## config.mk

```make
export PLATFORM = sky130hd
export DESIGN_NAME = alu_arbiter
export DESIGN_NICKNAME = d
export VERILOG_FILES = /design/src/rtl/alu_arbiter.sv
export SDC_FILE = /design/constraint.sdc
export NUM_CORES = 1
export LEC_CHECK = 0
export BUFFER_PORTS_ARGS = -buffer_cell sky130_fd_sc_hd__buf_2
export CAP_MARGIN = 20
export CORE_AREA = 3 3 201 203
export DETAILED_ROUTE_END_ITERATION = 16
export DIE_AREA = 0 0 204 206
export PLACE_DENSITY = 0.51
export SYNTH_ARGS = -nofsm -noshare
export SYNTH_HDL_FRONTEND = slang
export SYNTH_SLANG_ARGS = --single-unit
```

## constraint.sdc

```tcl
create_clock -name clk -period 1.63 [get_ports clk]
set_input_delay 0.2445 -clock clk [delete_from_list [all_inputs] [get_ports clk]]
set_output_delay 0.2445 -clock clk [all_outputs]
set_load 0.1 [all_outputs]
```

## src/rtl/alu_arbiter.sv

```systemverilog
// Two-port round-robin front end for the shared RV32I ALU: arbitrate, latch operands, one-hot issue, hold result.
// Define ALU_ARB_FIXED_PRIO_EN for fixed priority (port 0 always wins contention) instead of round-robin.
module alu_arbiter #(
   parameter int XLEN = 32,
   parameter int OP_W = 4
) (
   input  logic            clk,
   input  logic            rst_n,
   input  logic            req0_valid_i,
   output logic            req0_ready_o,
   input  logic [OP_W-1:0] req0_op_i,
   input  logic [XLEN-1:0] req0_pc_i,
   input  logic [XLEN-1:0] req0_src1_i,
   input  logic [XLEN-1:0] req0_src2_i,
   input  logic [XLEN-1:0] req0_imm_i,
   input  logic            req0_imm_sel_i,
   input  logic            req1_valid_i,
   output logic            req1_ready_o,
   input  logic [OP_W-1:0] req1_op_i,
   input  logic [XLEN-1:0] req1_pc_i,
   input  logic [XLEN-1:0] req1_src1_i,
   input  logic [XLEN-1:0] req1_src2_i,
   input  logic [XLEN-1:0] req1_imm_i,
   input  logic            req1_imm_sel_i,
   output logic            rsp0_valid_o,
   input  logic            rsp0_ready_i,
   output logic [XLEN-1:0] rsp0_data_o,
   output logic            rsp0_err_o,
   output logic            rsp1_valid_o,
   input  logic            rsp1_ready_i,
   output logic [XLEN-1:0] rsp1_data_o,
   output logic            rsp1_err_o,
   output logic [XLEN-1:0] alu_pc_o,
   output logic [XLEN-1:0] alu_src1_o,
   output logic [XLEN-1:0] alu_src2_o,
   output logic [XLEN-1:0] alu_imm_o,
   output logic            alu_imm_sel_o,
   output logic            alu_add_en_o,
   output logic            alu_sub_en_o,
   output logic            alu_and_en_o,
   output logic            alu_or_en_o,
   output logic            alu_xor_en_o,
   output logic            alu_sll_en_o,
   output logic            alu_srl_en_o,
   output logic            alu_sra_en_o,
   output logic            alu_slt_en_o,
   output logic            alu_jalr_en_o,
   output logic            alu_jal_en_o,
   output logic            alu_auipc_en_o,
   output logic            alu_lui_en_o,
   input  logic [XLEN-1:0] alu_result_i
);

   typedef enum logic [1:0] {S_IDLE, S_ISSUE, S_RESP} state_e;

   state_e            state_q, state_d;
   logic              owner_q;
   logic [OP_W-1:0]   op_q;
   logic [XLEN-1:0]   pc_q, src1_q, src2_q, imm_q, data_q;
   logic              imm_sel_q, err_q;
   logic              any_vld, accept, winner, illegal, owner_rsp_rdy;
   logic [12:0]       en_vec;

   assign any_vld       = req0_valid_i | req1_valid_i;
   assign accept        = (state_q == S_IDLE) && any_vld;
   assign illegal       = op_q > OP_W'(12);
   assign owner_rsp_rdy = owner_q ? rsp1_ready_i : rsp0_ready_i;

`ifdef ALU_ARB_FIXED_PRIO_EN
   assign winner = ~req0_valid_i;
`else
   logic last_grant_q;

   // On contention the port that did not win last time is served.
   assign winner = (req0_valid_i && req1_valid_i) ? ~last_grant_q : req1_valid_i;

   always_ff @(posedge clk or negedge rst_n) begin
      if (!rst_n)      last_grant_q <= 1'b1;
      else if (accept) last_grant_q <= winner;
   end
`endif

   always_ff @(posedge clk or negedge rst_n) begin
      if (!rst_n) state_q <= S_IDLE;
      else        state_q <= state_d;
   end

   always_comb begin
      state_d = state_q;
      case (state_q)
         S_IDLE:  if (any_vld) state_d = S_ISSUE;
         S_ISSUE: state_d = S_RESP;
         S_RESP:  if (owner_rsp_rdy) state_d = S_IDLE;
         default: state_d = S_IDLE;
      endcase
   end

   always_comb begin
      req0_ready_o = accept & ~winner;
      req1_ready_o = accept & winner;
      rsp0_valid_o = (state_q == S_RESP) & ~owner_q;
      rsp1_valid_o = (state_q == S_RESP) & owner_q;
      en_vec       = '0;
      if (state_q == S_ISSUE) begin
         for (int i = 0; i < 13; i++) begin
            if (op_q == OP_W'(i)) en_vec[i] = 1'b1;
         end
      end
   end

   always_ff @(posedge clk or negedge rst_n) begin
      if (!rst_n) begin
         owner_q   <= 1'b0;
         op_q      <= '0;
         pc_q      <= '0;
         src1_q    <= '0;
         src2_q    <= '0;
         imm_q     <= '0;
         imm_sel_q <= 1'b0;
         data_q    <= '0;
         err_q     <= 1'b0;
      end else begin
         if (accept) begin
            owner_q   <= winner;
            op_q      <= winner ? req1_op_i      : req0_op_i;
            pc_q      <= winner ? req1_pc_i      : req0_pc_i;
            src1_q    <= winner ? req1_src1_i    : req0_src1_i;
            src2_q    <= winner ? req1_src2_i    : req0_src2_i;
            imm_q     <= winner ? req1_imm_i     : req0_imm_i;
            imm_sel_q <= winner ? req1_imm_sel_i : req0_imm_sel_i;
         end
         if (state_q == S_ISSUE) begin
            data_q <= illegal ? '0 : alu_result_i;
            err_q  <= illegal;
         end
      end
   end

   assign rsp0_data_o    = data_q;
   assign rsp1_data_o    = data_q;
   assign rsp0_err_o     = err_q;
   assign rsp1_err_o     = err_q;
   assign alu_pc_o       = pc_q;
   assign alu_src1_o     = src1_q;
   assign alu_src2_o     = src2_q;
   assign alu_imm_o      = imm_q;
   assign alu_imm_sel_o  = imm_sel_q;
   assign alu_add_en_o   = en_vec[0];
   assign alu_sub_en_o   = en_vec[1];
   assign alu_and_en_o   = en_vec[2];
   assign alu_or_en_o    = en_vec[3];
   assign alu_xor_en_o   = en_vec[4];
   assign alu_sll_en_o   = en_vec[5];
   assign alu_srl_en_o   = en_vec[6];
   assign alu_sra_en_o   = en_vec[7];
   assign alu_slt_en_o   = en_vec[8];
   assign alu_jalr_en_o  = en_vec[9];
   assign alu_jal_en_o   = en_vec[10];
   assign alu_auipc_en_o = en_vec[11];
   assign alu_lui_en_o   = en_vec[12];

endmodule
```

==> out/metrics.csv, run 1 <==
stage,metric,value,unit
status,status,"finished, violations left",
status,violations,negative setup slack,
route,vias,8071,
floorplan,die_area,42000,um2
min_path,hp-class,primary input to register,
synthesis,synth_flop_cell,dfrtp_1,
worst_setup_path,reg2reg_slack,-0.32,ns
min_path,worst_hold_path.endpoint,alu_imm_o[13]$_DFFE_PN0P_,
global_route,grt_max_degree,70,
layout,fillers,3842,
global_route,met3_usage,3.89,%
timing,setup_viol,152,
global_route,grt_first_pass_wirelength,50000,um
clocking,clk_pin_slew,0.08,ns
route,drc,0,
synthesis,synth_most_common_cell,dfrtp_1,
route,drtPass1Iterations,5,
clocking,cts_root_buf,clkbuf_16,
timing,whs,0.0270,ns
worst_setup_path,arrival,1.75,ns
clocking,cts_tree,yes,
worst_setup_path,cpPeakStageDelay,0.45,ns
worst_setup_path,crit_path_top_delay_cell,or3b_4,
synthesis,synth-seq-cells,170,
synthesis,syn_avg_cell_area,12.6,um2
synthesis,yosysWarningCount,0,
synthesis,yosys-top-cells-area,"dfrtp_1, a221o_1, o21a_1, a22o_1, buf_4",
timing,fmax,503,MHz
floorplan,core_area,38600,um2
timing,hold_violations,0,
global_route,grt.total_usage,15.5,%
floorplan,ioPinCount,516,
place,placed_area,11300,um2
min_path,hold_depth,2,
synthesis,synth_edf_count,0,
clocking,clock_latency,0.45,ns
worst_setup_path,timing.rr.end,owner_q$_DFFE_PN0P_,
route,viasPerCell,4.55,
timing,fin_crit_sh,122,%
flow_run,maxCapViolations,0,
worst_setup_path,path_cells,nand2b_4 > or3b_4 > nor2_4 > buf_12,
layout,final_cells,1772,
floorplan,rows,72,
global_route,grt_pass1_vias,8274,
clocking,clock-sinks,170,
global_route,antenna_found_initial,4,
synthesis,synth_common_cells,"dfrtp_1, o21a_1, a221o_1, buf_4",
floorplan,start_util,19.8,%
clocking,cts_buffer_depth,2,
synthesis,syn_area,7660,um2
route,wl_per_cell,19.4,um
layout,drive_gt1_share,52.6,%
floorplan,die_y,206,um
synthesis,ys_types,25,
global_route,use_met2,26.8,%
synthesis,synthesis.instances,608,
worst_setup_path,cp_max_fo,5,
clocking,cts_max_level,4,
synthesis,ys_async_sr_fraction,100,%
clocking,cts-buffers-inserted,17,
worst_setup_path,worst_ep_required_time,1.39,ns
layout,area_delta_synth_final,79.2,%
layout,postLayoutCellArea,13700,um2
synthesis,synth_top_area_share,55.2,%
global_route,grt_overflow,0,
global_route,busiest_layer,met2,
synthesis,synth_top_cell_by_area,dfrtp_1,
timing,finalWorstSetupSlack,-0.360,ns
global_route,grt_util_met1,18.7,%
worst_setup_path,end_kind,primary output,
timing,slew_violations,0,
worst_setup_path,rr_worst_depth,13,
worst_setup_path,worstSetupPathType,register to primary output,
place,place_congestion,0.779,
floorplan,dieWidth,204,um
layout,fin_nets,1542,
route,postRouteAntennaNets,0,
place,dp_cells,1590,
worst_setup_path,r2r_start,state_q[1]$_DFFE_PN0P_,
min_path,min_from,req1_imm_i[13],
synthesis,ys_seq_area_share,55.5,%
worst_setup_path,worstSetupStartpointType,register,
timing,worst_slew_pin_slew,0.544,ns
timing,finClkSkew,0.00997,ns
timing,worst_slew_margin_rel,64.0,%
synthesis,syn_nets,912,
place,dpl.hpwl,22800,um
timing,rsz0062_at_grt,true,
place,numPortBuffers,515,
timing,tns,-32.48,ns
route,drt-initial-drc-count,496,
route,routed_wl,34400,um
timing,period_needed,1.99,ns
==> cells in the final DEF (no fill, tap or decap), types with 3 or more instances in the layout <==
| cell | instances |
|---|---|
| buf_12 | 33 |
| clkinv_4 | 4 |
| a22o_1 | 32 |
| buf_2 | 496 |
| buf_4 | 37 |
| bufinv_16 | 4 |
| buf_16 | 10 |
| clkbuf_16 | 20 |
| nor2_4 | 16 |
| dfrtp_1 | 168 |
| nand2_1 | 3 |
| nand2b_4 | 3 |
| a221o_1 | 133 |
| o21a_1 | 135 |
| buf_6 | 11 |
| inv_6 | 4 |
| dlygate4sd3_1 | 115 |
| diode_2 | 3 |
==> state kept, by name, summed over array words and instances (netlist names) <==
register and count:
alu_imm_o 32, alu_pc_o 32, alu_src1_o 32, alu_src2_o 32
rsp0_data_o 32, op_q 4, state_q 2, alu_imm_sel_o 1
last_grant_q 1, owner_q 1, rsp0_err_o 1
==> what timing repair did <==
action / CTS / global route
endpoints found under the setup margin: 104 / 152
cloned: 10 / 3
buffers inserted: 11 / 11
resized for setup: 29 / 17
hold endpoints to repair: 109 / 0
pin swaps: 34 / 7
hold buffers: 115 / 0
==> metal layers <==
metal | part of all wire (%) | vias up
met4 | 2.4 | 2
met2 | 51 | 411
li1 | - | 3651
met3 | 7.2 | 53
met1 | 40 | 3954
met5 | 0.038 | -
==> final cells by class <==
cell class / count / area [um2] / area share, %
tap: 518 / 648 / 4.72
timing repair buffer: 709 / 5140 / 37.4
sequential: 170 / 4260 / 31.0
clock buffer: 18 / 439 / 3.20
multi-input combinational: 337 / 3010 / 21.9
clock inverter: 14 / 209 / 1.52
inverter: 3 / 13.8 / 0.100
antenna: 3 / 7.51 / 0.0547
==> logic make-up after synthesis <==
family | count (synthesis) | share of synthesized area [%]
compound gates | 303 | 34.6
buf+inv | 101 | 7.68
flops | 170 | 55.5
mux | 1 | 0.147
simple gates | 33 | 2.07
==> critical path, delay by kind of cell, from the launching register on <==
kind / cells / cell delay [ns]
simple gates: 3 / 0.74
buf+inv: 1 / 0.18
flops: 1 / 0.39
==> worst max-delay path by stage <==
stage,start,endpoint
after floorplan,state_q[0]$_DFFE_PN0P_,rsp0_valid_o
after global placement,state_q[1]$_DFFE_PN0P_,alu_auipc_en_o
after detailed placement,state_q[1]$_DFFE_PN0P_,alu_pc_o[24]$_DFFE_PN0P_
after CTS,state_q[1]$_DFFE_PN0P_,alu_sra_en_o
after global routing,state_q[1]$_DFFE_PN0P_,alu_jalr_en_o
final,state_q[1]$_DFFE_PN0P_,alu_sra_en_o
==> through the flow <==
stage | utilization, % | setup slack (ns)
2_1_floorplan | - | -0.408
3_3_place_gp | 29.1 | -0.0143
3_5_place_dp | 29.1 | -0.00201
4_1_cts | 35.0 | -0.431
5_1_grt | 35.5 | -0.446
6_report | 35.5 | -0.360
Power of run 1 is not shown: default switching activity piles up to over one toggle a cycle in this logic, so the estimate is an artifact.
==> inputs of run 2 (changes only) <==
==> constraint.sdc (replaced) <==
create_clock -name clk -period 1.74 [get_ports clk]
set_input_delay 0.261 -clock clk [delete_from_list [all_inputs] [get_ports clk]]
set_output_delay 0.261 -clock clk [all_outputs]
set_load 0.1 [all_outputs]
==> out/metrics.csv, run 2 (synthesis gave the netlist of run 1 again) <==
stage,metric,value,unit,change
status,status,"finished, violations left",,
status,violations,negative setup slack,,
min_path,hp-class,primary input to register,,
timing,rsz0062_at_grt,true,,
global_route,antenna_found_initial,0,,-4
min_path,hold_depth,2,,unchanged
floorplan,die_area,42000,um2,unchanged
layout,final_cell_mix,"buf_2, dfrtp_1, o21a_1, a221o_1, buf_12",,
floorplan,ioPinCount,516,,unchanged
place,dp_cells,1578,,-0.75%
worst_setup_path,cp.depth,4,,unchanged
floorplan,core_area,38600,um2,unchanged
worst_setup_path,reg2reg_slack,-0.18,ns,+0.14 ns
global_route,grt_max_degree,81,,+16%
clocking,clock-sinks,170,,unchanged
route,routed_wl,34700,um,+0.86%
timing,finClkSkew,0.0145,ns,+0.00451 ns
global_route,grt_first_pass_wirelength,46100,um,-7.6%
timing,finalWorstSetupSlack,-0.271,ns,+0.0887 ns
worst_setup_path,crit_family,simple AND/OR/NAND/NOR gates,,
worst_setup_path,path_cells,nand2b_4 > or3b_4 > nor2_4 > buf_12,,
worst_setup_path,worst_ep_required_time,1.48,ns,+0.09 ns
place,dpl.hpwl,23100,um,+1.4%
layout,fin_nets,1417,,-8.1%
timing,period_needed,2.01,ns,
floorplan,rows,72,,unchanged
worst_setup_path,crit_end,alu_srl_en_o,,
layout,area_delta_synth_final,61.1,%,
worst_setup_path,rr_worst_depth,7,,-6
worst_setup_path,cp_max_fo,4,,-1
clocking,cts_max_level,4,,unchanged
timing,fmax,497,MHz,
timing,fin_crit_sh,116,%,
flow_run,maxCapViolations,0,,unchanged
clocking,cts_root_buf,clkbuf_16,,
clocking,clk_pin_slew,0.08,ns,about the same
layout,diodes,0,,-3
global_route,grt.total_usage,14.4,%,-1.1 points
floorplan,die_y,206,um,unchanged
layout,final_core_util,31.9,%,-3.6 points
timing,slew_violations,0,,unchanged
layout,final_common_cell,buf_2,,
route,vias,7494,,-7.1%
timing,whs,0.0347,ns,+0.00774 ns
layout,drive_gt1_share,57.2,%,+4.6 points
floorplan,dieWidth,204,um,unchanged
worst_setup_path,cp.buffers_inverters,1,,unchanged
route,drtPass1Iterations,4,,-1
worst_setup_path,worstSetupPathType,register to primary output,,
layout,final_cells,1644,,-7.2%
place,numPortBuffers,515,,unchanged
worst_setup_path,r2r_start,state_q[1]$_DFFE_PN0P_,,
clocking,clock_latency,0.44,ns,about the same
place,place_congestion,0.760,,-2.4%
route,drc,0,,unchanged
global_route,grt_overflow,0,,unchanged
floorplan,start_util,19.8,%,unchanged
worst_setup_path,worstSetupStartpointType,register,,
worst_setup_path,cpPeakStageDelay,0.47,ns,+0.02 ns
worst_setup_path,end_kind,primary output,,
clocking,cts_buffer_depth,2,,unchanged
timing,worst_slew_pin_slew,0.572,ns,+0.0284 ns
worst_setup_path,timing.rr.end,alu_imm_o[13]$_DFFE_PN0P_,,
timing,worst_slew_margin_rel,61.8,%,-2.1 points
route,postRouteAntennaNets,0,,unchanged
worst_setup_path,arrival,1.75,ns,about the same
clocking,cts-buffers-inserted,17,,unchanged
timing,setup_viol,150,,-1.3%
global_route,grt_pass1_vias,7569,,-8.5%
route,wl_per_cell,21.1,um,+8.7%
route,drt-initial-drc-count,506,,+2.0%
clocking,cts_tree,yes,,
worst_setup_path,crit_path_top_delay_cell,or3b_4,,
route,viasPerCell,4.56,,about the same
timing,hold_violations,0,,unchanged
worst_setup_path,crit_start,state_q[1]$_DFFE_PN0P_,,
[run 2: worst min-delay path by stage]
| stage | slack (ns) | end | startpoint |
|---|---|---|---|
| global route | 0.008 | op_q[3]$_DFFE_PN0P_ | req1_op_i[3] |
| CTS | 0.0004 | rsp0_data_o[29]$_DFFE_PN0N_ | alu_result_i[29] |
| global placement | 0.27 | alu_src2_o[10]$_DFFE_PN0P_ | rst_n |
| finish | 0.03 | rsp0_data_o[29]$_DFFE_PN0N_ | alu_result_i[29] |
| floorplan | -0.03 | alu_imm_o[0]$_DFFE_PN0P_ | rst_n |
| detailed placement | 0.28 | alu_src2_o[6]$_DFFE_PN0P_ | rst_n |
[run 2: what timing repair did]
| item | 4_1_cts | 5_1_grt |
|---|---|---|
| setup buffers | 6 | 7 |
| setup endpoints to repair | 17 | 140 |
| gates cloned | 0 | 19 |
| pin swaps | 4 | 61 |
| hold endpoints to repair | 35 | 0 |
| gates resized for setup | 7 | 19 |
| hold buffers | 2 | 0 |
[run 2: layout make-up]
class	instances	area [um2]
multi-input combinational	338	2970
fill	4009	26300
clock inverter	13	141
tap	518	648
clock buffer	19	443
timing repair buffer	583	3870
sequential	170	4260
inverter	3	13.8
[run 2: metal layers]
layer	global-route usage, %	vias up	routed length, um
met3	3.95	27	2320
li1	-	3386	-
met1	17.4	3713	13800
met2	25.2	368	17900
met5	0	-	0
met4	3.74	0	642
[run 2: stage by stage]
| step | TNS (ns) | cell area [um2] | worst slack [ns] |
|---|---|---|---|
| 2_1_floorplan | -2.29 | 7790 | -0.315 |
| 3_3_place_gp | 0 | 11200 | 0.0621 |
| 3_5_place_dp | 0 | 11200 | 0.0562 |
| 4_1_cts | -4.50 | 11900 | -0.328 |
| 5_1_grt | -26.83 | 12300 | -0.355 |
| 6_report | -16.89 | 12300 | -0.271 |
Power of run 2 is left out for the same reason.
==> inputs of run 3 (changes only) <==
--- a/config.mk
+++ b/config.mk
@@ -7,10 +7,10 @@
 export LEC_CHECK = 0
 export BUFFER_PORTS_ARGS = -buffer_cell sky130_fd_sc_hd__buf_2
 export CAP_MARGIN = 20
-export CORE_AREA = 3 3 201 203
+export CORE_AREA = 3 3 202 204
 export DETAILED_ROUTE_END_ITERATION = 16
-export DIE_AREA = 0 0 204 206
-export PLACE_DENSITY = 0.51
+export DIE_AREA = 0 0 205 207
+export PLACE_DENSITY = 0.5
 export SYNTH_ARGS = -nofsm -noshare
 export SYNTH_HDL_FRONTEND = slang
 export SYNTH_SLANG_ARGS = --single-unit
==> constraint.sdc (replaced) <==
create_clock -name clk -period 2.6 [get_ports clk]
set_input_delay 0.39 -clock clk [delete_from_list [all_inputs] [get_ports clk]]
set_output_delay 0.39 -clock clk [all_outputs]
set_load 0.1 [all_outputs]
==> out/metrics.csv, run 3 (synthesis gave the netlist of run 1 again) <==
stage,metric,value,unit,change
status,status,completed,,
route,routed_wl,30600,um,-12%
route,postRouteAntennaNets,0,,unchanged
worst_setup_path,cp_max_fo,4,,unchanged
worst_setup_path,path_cells,nand2b_1 > or3b_2 > nor2_1 > buf_12,,
route,wl_per_cell,19.1,um,-9.4%
global_route,antenna_found_initial,2,,+2
timing,period_needed,2.37,ns,
timing,fin_crit_sh,91.0,%,
clocking,cts_buffer_depth,2,,unchanged
floorplan,rows,73,,+1.4%
timing,finClkSkew,0.00956,ns,-0.00492 ns
place,numPortBuffers,515,,unchanged
clocking,clock_latency,0.43,ns,about the same
place,dpl.hpwl,22600,um,-2.3%
clocking,hold_buffers,1,,-1
layout,final_cell_mix,"buf_2, dfrtp_1, o21a_1, a221o_1, a22o_1",,
layout,fin_nets,1366,,-3.6%
global_route,grt.total_usage,14.0,%,-0.38 points
timing,hold_violations,0,,unchanged
clocking,cts-buffers-inserted,17,,unchanged
layout,area_delta_synth_final,50.1,%,
worst_setup_path,worst_ep_required_time,2.21,ns,+0.73 ns
worst_setup_path,arrival,1.98,ns,+0.23 ns
layout,drive_gt1_share,54.1,%,-3.1 points
clocking,clk_pin_slew,0.07,ns,about the same
timing,whs,0.170,ns,+0.135 ns
floorplan,die_y,207,um,+0.49%
route,viasPerCell,4.50,,-1.3%
route,drt-initial-drc-count,459,,-9.3%
timing,worst_slew_margin_rel,60.8,%,-1.0 points
floorplan,die_area,42400,um2,+0.98%
route,vias,7207,,-3.8%
global_route,grt_max_degree,80,,-1.2%
route,drtPass1Iterations,5,,+1
clocking,cts_resized,0,,-7
floorplan,core_area,39500,um2,+2.1%
layout,final_common_cell,buf_2,,
global_route,grt_first_pass_wirelength,45900,um,-0.51%
timing,slew_violations,0,,unchanged
place,place_congestion,0.834,,+9.7%
clocking,clock-sinks,170,,unchanged
clocking,cts_max_level,4,,unchanged
timing,fmax,423,MHz,
floorplan,start_util,19.4,%,-0.41 points
global_route,grt_overflow,0,,unchanged
worst_setup_path,cpPeakStageDelay,0.51,ns,+0.04 ns
layout,fillers,4192,,+4.6%
global_route,grt_pass1_vias,7278,,-3.8%
clocking,post-cts-setup-buffers,0,,-6
worst_setup_path,end_kind,primary output,,
worst_setup_path,worstSetupStartpointType,register,,
route,drc,0,,unchanged
timing,worst_slew_pin_slew,0.592,ns,+0.0198 ns
timing,rsz0062_at_grt,false,,
layout,multi_input_area,2860,um2,-3.8%
worst_setup_path,crit_path_top_delay_cell,or3b_2,,
layout,seqCellArea,4260,um2,about the same
flow_run,maxCapViolations,0,,unchanged
timing,setup_viol,0,,-100%
floorplan,dieWidth,205,um,+0.49%
worst_setup_path,worstSetupPathType,register to primary output,,
clocking,cts_tree,yes,,
min_path,hp-class,primary input to register,,
clocking,cts_root_buf,clkbuf_16,,
floorplan,ioPinCount,516,,unchanged
==> run 3: cell count changes in the layout (fill, tap and decap cells not counted), moves of 7 or more <==
cell | previous run | this run
buf_4 | 22 | 8
nor2_4 | 13 | 1
buf_12 | 35 | 24
nor2_1 | 1 | 8
clkbuf_16 | 27 | 17
buf_6 | 12 | 1
==> run 3: final cells by class <==
class / instances / area share (%)
repair buffers: 533 / 26.6
well taps: 525 / 5.71
flip-flops and latches: 170 / 37.0
clock inverters: 10 / 1.43
diodes: 2 / 0.0435
inverters: 3 / 0.120
multi-input cells: 337 / 24.9
clock buffers: 22 / 4.21
==> run 3: worst paths after layout <==
path                                            start                         end  slack (ns)  cells after the start
min in group asynchronous                       rst_n    alu_imm_o[5]$_DFFE_PN0P_        0.52                      2
setup reg to reg               state_q[1]$_DFFE_PN0P_  rsp0_data_o[9]$_DFFE_PN0N_        0.82                      5
setup / recovery               state_q[1]$_DFFE_PN0P_                alu_slt_en_o        0.23                      4
hold reg to reg            rsp0_data_o[7]$_DFFE_PN0N_  rsp0_data_o[7]$_DFFE_PN0N_        0.53                      1
hold / removal                        alu_result_i[1]  rsp0_data_o[1]$_DFFE_PN0N_        0.17                      2
max in group asynchronous                       rst_n    last_grant_q$_DFFE_PN1P_        1.44                      3
==> run 3: metal layers <==
layer | track usage [%] | vias up | routed length [um]
li1 | - | 3280 | -
met4 | 3.65 | 0 | 448
met2 | 23.4 | 344 | 15200
met1 | 17.6 | 3555 | 12600
met5 | 0 | - | 0
met3 | 4.09 | 28 | 2300
==> run 3: stage by stage <==
stage | util, % | cell area (um2) | cells | setup TNS, ns | setup WS (ns)
after floorplan | - | 7690 | 608 | -1.15 | -0.292
after global placement | 27.5 | 10800 | 1567 | 0 | 0.707
after detailed placement | 27.5 | 10800 | 1567 | 0 | 0.696
after CTS | 29.1 | 11500 | 1600 | 0 | 0.195
after global routing | 29.1 | 11500 | 1602 | 0 | 0.113
final | 29.1 | 11500 | 1602 | 0 | 0.233
==> run 3: worst max-delay path: cells and delay by family, from the launching register on <==
| family | cells | cell delay [ns] |
|---|---|---|
| and+or+nand+nor | 3 | 0.93 |
| DFF | 1 | 0.41 |
| buffers and inverters | 1 | 0.20 |
Power of run 3 is left out for the same reason.
